===== config.mk =====
export PLATFORM = sky130hd
export DESIGN_NAME = bcd_seg7_scan
export DESIGN_NICKNAME = d
export VERILOG_FILES = /design/src/rtl/bcd_seg7_scan.sv
export SDC_FILE = /design/constraint.sdc
export NUM_CORES = 1
export LEC_CHECK = 0
export ABC_CLOCK_PERIOD_IN_PS = 9300
export CORE_MARGIN = 1
export CORE_UTILIZATION = 59
export CTS_CLUSTER_SIZE = 10
export DETAILED_ROUTE_END_ITERATION = 12
export GPL_TIMING_DRIVEN = 0
export PLACE_DENSITY = 0.86
export SLEW_MARGIN = 25
export SYNTH_ARGS = -nofsm -noshare
export SYNTH_HDL_FRONTEND = slang
export SYNTH_SLANG_ARGS = --single-unit

===== constraint.sdc =====
create_clock -name CK_i -period 9.3 [get_ports CK_i]
set_clock_uncertainty 0.1 [all_clocks]
set_input_delay 2.79 -clock CK_i [delete_from_list [all_inputs] [get_ports CK_i]]
set_output_delay 2.79 -clock CK_i [all_outputs]
set_load 0.05 [all_outputs]

===== src/rtl/bcd_seg7_scan.sv =====
// Eight-digit multiplexed 7-segment driver: double-buffers BCD loads, swaps on
// frame boundaries, scans one digit per slot with a one-cycle dead time.
module bcd_seg7_scan #(
  parameter int unsigned C_SCAN_DIV = 1000
) (
  input  logic        CK_i,
  input  logic        ARST_i,
  input  logic        EN_CK_i,
  input  logic [31:0] BCD_i,
  input  logic        DONE_i,
  input  logic        BLANK_EN_i,
  input  logic [7:0]  DP_i,
  output logic [7:0]  SEG_o,
  output logic [7:0]  DIG_o,
  output logic        FRAME_o
);

  localparam int unsigned PRE_W = $clog2(C_SCAN_DIV);
  localparam logic [PRE_W-1:0] PRE_LAST = PRE_W'(C_SCAN_DIV - 1);

  logic [31:0]      shadow;
  logic [31:0]      disp;
  logic             pend;
  logic [PRE_W-1:0] pre;
  logic [2:0]       idx;

  logic             slot_end_c;
  logic             frame_end_c;
  logic [3:0]       cur_digit_c;
  logic [7:0]       blank_mask_c;
  logic [6:0]       seg_body_c;
  logic [7:0]       seg_nxt_c;
  logic [7:0]       dig_nxt_c;

  function automatic logic [6:0] seg7(input logic [3:0] d);
    case (d)
      4'd0:    seg7 = 7'h3F;
      4'd1:    seg7 = 7'h06;
      4'd2:    seg7 = 7'h5B;
      4'd3:    seg7 = 7'h4F;
      4'd4:    seg7 = 7'h66;
      4'd5:    seg7 = 7'h6D;
      4'd6:    seg7 = 7'h7D;
      4'd7:    seg7 = 7'h07;
      4'd8:    seg7 = 7'h7F;
      4'd9:    seg7 = 7'h6F;
      default: seg7 = 7'h40;
    endcase
  endfunction

  assign slot_end_c  = (pre == PRE_LAST);
  assign frame_end_c = slot_end_c && (idx == 3'd7);
  assign cur_digit_c = disp[{idx, 2'b00} +: 4];

  // A digit is blankable when it and every more significant digit are zero
  always_comb begin
    logic run;
    run          = 1'b1;
    blank_mask_c = 8'h00;
    for (int k = 7; k >= 0; k--) begin
      run             = run && (disp[4*k +: 4] == 4'd0);
      blank_mask_c[k] = run;
    end
    blank_mask_c[0] = 1'b0;
  end

  always_comb begin
    seg_body_c = (BLANK_EN_i && blank_mask_c[idx]) ? 7'h00 : seg7(cur_digit_c);
    seg_nxt_c  = (pre == '0) ? 8'h00 : {DP_i[idx], seg_body_c};
    dig_nxt_c  = (pre == '0) ? 8'h00 : 8'(8'd1 << idx);
  end

  always_ff @(posedge CK_i or posedge ARST_i) begin
    if (ARST_i) begin
      shadow  <= '0;
      disp    <= '0;
      pend    <= 1'b0;
      pre     <= '0;
      idx     <= '0;
      SEG_o   <= '0;
      DIG_o   <= '0;
      FRAME_o <= 1'b0;
    end else if (EN_CK_i) begin
      SEG_o   <= seg_nxt_c;
      DIG_o   <= dig_nxt_c;
      FRAME_o <= frame_end_c;
      pre     <= slot_end_c ? '0 : pre + 1'b1;
      if (slot_end_c) idx <= idx + 3'd1;
      if (DONE_i) shadow <= BCD_i;
      // Swap uses the pre-edge shadow; a coincident load stays pending
      if (frame_end_c && pend) disp <= shadow;
      if (DONE_i) pend <= 1'b1;
      else if (frame_end_c) pend <= 1'b0;
    end
  end

endmodule


==> flow_summary.yaml <==
clocking:
  cts.clk_slew.worst_paths_ns: 0.09
  tritoncts: "built"
  cts_root_buf: "clkbuf_8"
  clk_path_buf_depth: 2
  holdBufCountCts: 0
  clock_sinks: 95
  clk_latency_ns: 0.36
  ctsResizeCount: 0
  cts_buffers: 9
  h-tree-depth: 3
  post_cts_buffers: 0
timing:
  clock.fmax_mhz: 216
  slew-limit-headroom: 0.535
  finalCriticalPeriod_ns: 4.62
  tns_ns: 0
  hold_viol: 0
  whs_ns: 0.395
  worst_slew_pin_slew_ns: 0.695
  rsz0062_at_grt: "false"
  setup_viol: 0
  finalMaxSlewViolations: 0
  period_share: 0.497
status:
  outcome: "complete, no violations"
floorplan:
  initial_core_util: 0.620
  die_area_um2: 8100
  core_um2: 7370
  fp.dieH_um: 90.0
  num_rows: 31
  die_w_um: 90.0
  io_pins: 62
power:
  leakagePower_nw: 2.53
  clkPwrFrac: 0.311
  p_int_mw: 0.650
  seq_power_share: 0.532
  p_switching_mw: 0.241
  p_sw_frac: 0.271
  cellPowerDensity_nw_per_um2: 161
  pwr-share-comb: 0.157
  ir_worst_vdd_v: 0.000114
hold_path:
  min_path_type: "flop to flop"
  min_path_cells: 1
finish:
  layout_commonest_cell: "dfrtp_1"
  fin_area_um2: 5540
  nets: 468
  final_cell_mix: "95 x dfrtp_1, 61 x clkdlybuf4s50_1, 35 x mux2_2"
  final_layout_size_suffix_gt1_frac: 0.265
  diodes: 0
  synthToLayoutAreaGrowth_pct: 21.3
  fillCellCount: 467
yosys:
  synth_cells: 337
  ys.flop_type: "dfrtp_1"
  synth_edf_count: 0
  synth-xor-area-share: 0.0134
  yosys_warnings: 0
  synthMuxAreaShare: 0.249
  ys_seq_elements: 95
  ys_types: 52
  syn_nets: 395
  synthAdderAreaFrac: 0.0356
  yosysSeqAreaShare: 0.520
  async_flop_share: 1.00
  netlist_area_um2: 4570
  synth-simple-area-share: 0.0734
  synth_top_family_by_area: "multiplexers"
  synth-compound-area-share: 0.0770
  syn_avg_cell_area_um2: 13.6
placed_design:
  postPlaceCellArea_um2: 5340
  dpl.hpwl_mm: 6.65
  place.gp.congestion: 0.888
  place.port_buffers: 61
route:
  via_per_inst: 5.89
  postRouteAntennaNets: 0
  drt_first_iter_violations: 224
  drt-total-wl_mm: 9.02
  vias: 3026
  firstDrtPassIters: 4
  drcViolationCount: 0
  wire_per_inst_um: 17.6
critical_path:
  worstPathRequired_ns: 9.45
  rr_worst_depth: 10
  crit_slowest_cell: "buf_1"
  endpoint_kind: "flop"
  cp.depth: 5
  path_delay_family: "buffers and inverters"
  worstPathArrival_ns: 4.77
  path_buf_inv: 3
  start_kind: "input port"
  worstPathMaxFanout: 10
  slowest_delay_ns: 0.56
  crit_type: "input port to flop"
  worstPathCellList: "clkdlybuf4s50_1 > clkbuf_1 > nand2_1 > buf_1 > mux2_2"
grt:
  grt_max_degree: 49
  grt_usage: 0.246
  grt_pass1_vias: 3117
  grt.overflow.total: 0
  antenna_found_initial: 0
  grt_first_pass_wirelength_mm: 15.5
job:
  max_cap_viol_count: 0
sequential cells by signal, summed over array words and instances, names as in the netlist:
| register | flops |
|---|---|
| FRAME_o | 1 |
| idx | 3 |
| disp | 32 |
| shadow | 32 |
| DIG_o | 8 |
| pre | 10 |
| pend | 1 |
| SEG_o | 8 |
layout make-up:
type,count,area (µm²),area share
clock inverters,6,67.6,0.0122
flip-flops and latches,95,2380,0.429
clock buffers,10,138,0.0248
multi-input cells,213,2050,0.369
plain buffers,15,91.3,0.0165
repair buffers,62,638,0.115
well taps,99,124,0.0224
inverters,14,57.6,0.0104
worst paths after layout:
| kind | end | slack [ns] | startpoint |
|---|---|---|---|
| setup reg to reg | SEG_o[5] | 6.80 | idx[2] |
| hold reg to reg | SEG_o[2] | 0.40 | SEG_o[2] |
| min in group asynchronous | shadow[23] | 2.72 | ARST_i |
| setup / recovery | shadow[4] | 4.68 | EN_CK_i |
| hold / removal | SEG_o[2] | 0.40 | SEG_o[2] |
| max in group asynchronous | disp[27] | 5.82 | ARST_i |
power groups by stage:
stage	sequential, mW	clock (mW)	combinational (mW)
after detailed placement	0.483	0	0.141
final	0.474	0.277	0.140
after global routing	0.479	0.298	0.153
after global placement	0.479	0	0.134
after CTS	0.474	0.285	0.141
after floorplan	0.496	0	0.0721
stage by stage:
stage	utilization	instances	power (mW)	setup slack [ns]
after floorplan	-	337	0.568	3.93
after global placement	0.720	497	0.613	2.70
after detailed placement	0.724	498	0.623	4.35
after CTS	0.752	514	0.901	4.72
after global routing	0.752	514	0.930	4.56
final	0.752	514	0.891	4.68
kinds of logic (layout without fill, tap and decap cells):
| family | count (synthesis) | after routing |
|---|---|---|
| AOI/OAI and AO/OA | 47 | 47 |
| adders and majority gates | 13 | 13 |
| DFF | 95 | 95 |
| and+or+nand+nor | 67 | 67 |
| buffers and inverters | 29 | 107 |
| muxes | 79 | 79 |
| xor gates and xnor gates | 7 | 7 |
routing by layer:
metal	GRT usage	up-vias	share of wire
li1	-	1374	-
met1	0.337	1516	0.44
met2	0.395	119	0.49
met3	0.0584	17	0.059
met4	0.0739	0	0.018
met5	0	-	0
cells in the mapped netlist (all sizes together), types with 5 or more instances:
library cell | number | area [µm²]
nor2 | 22 | 82.6
ha | 13 | 163
buf | 12 | 80.1
inv | 14 | 52.6
nand3 | 5 | 30.0
nand4 | 5 | 31.3
a21oi | 8 | 40.0
a22o | 7 | 61.3
mux4 | 11 | 248
o21ai | 8 | 40.0
dfrtp | 95 | 2380
mux2 | 66 | 856
xnor2 | 6 | 52.6
nand2 | 16 | 60.1
Note: power is estimated with default switching activity, not from simulation.
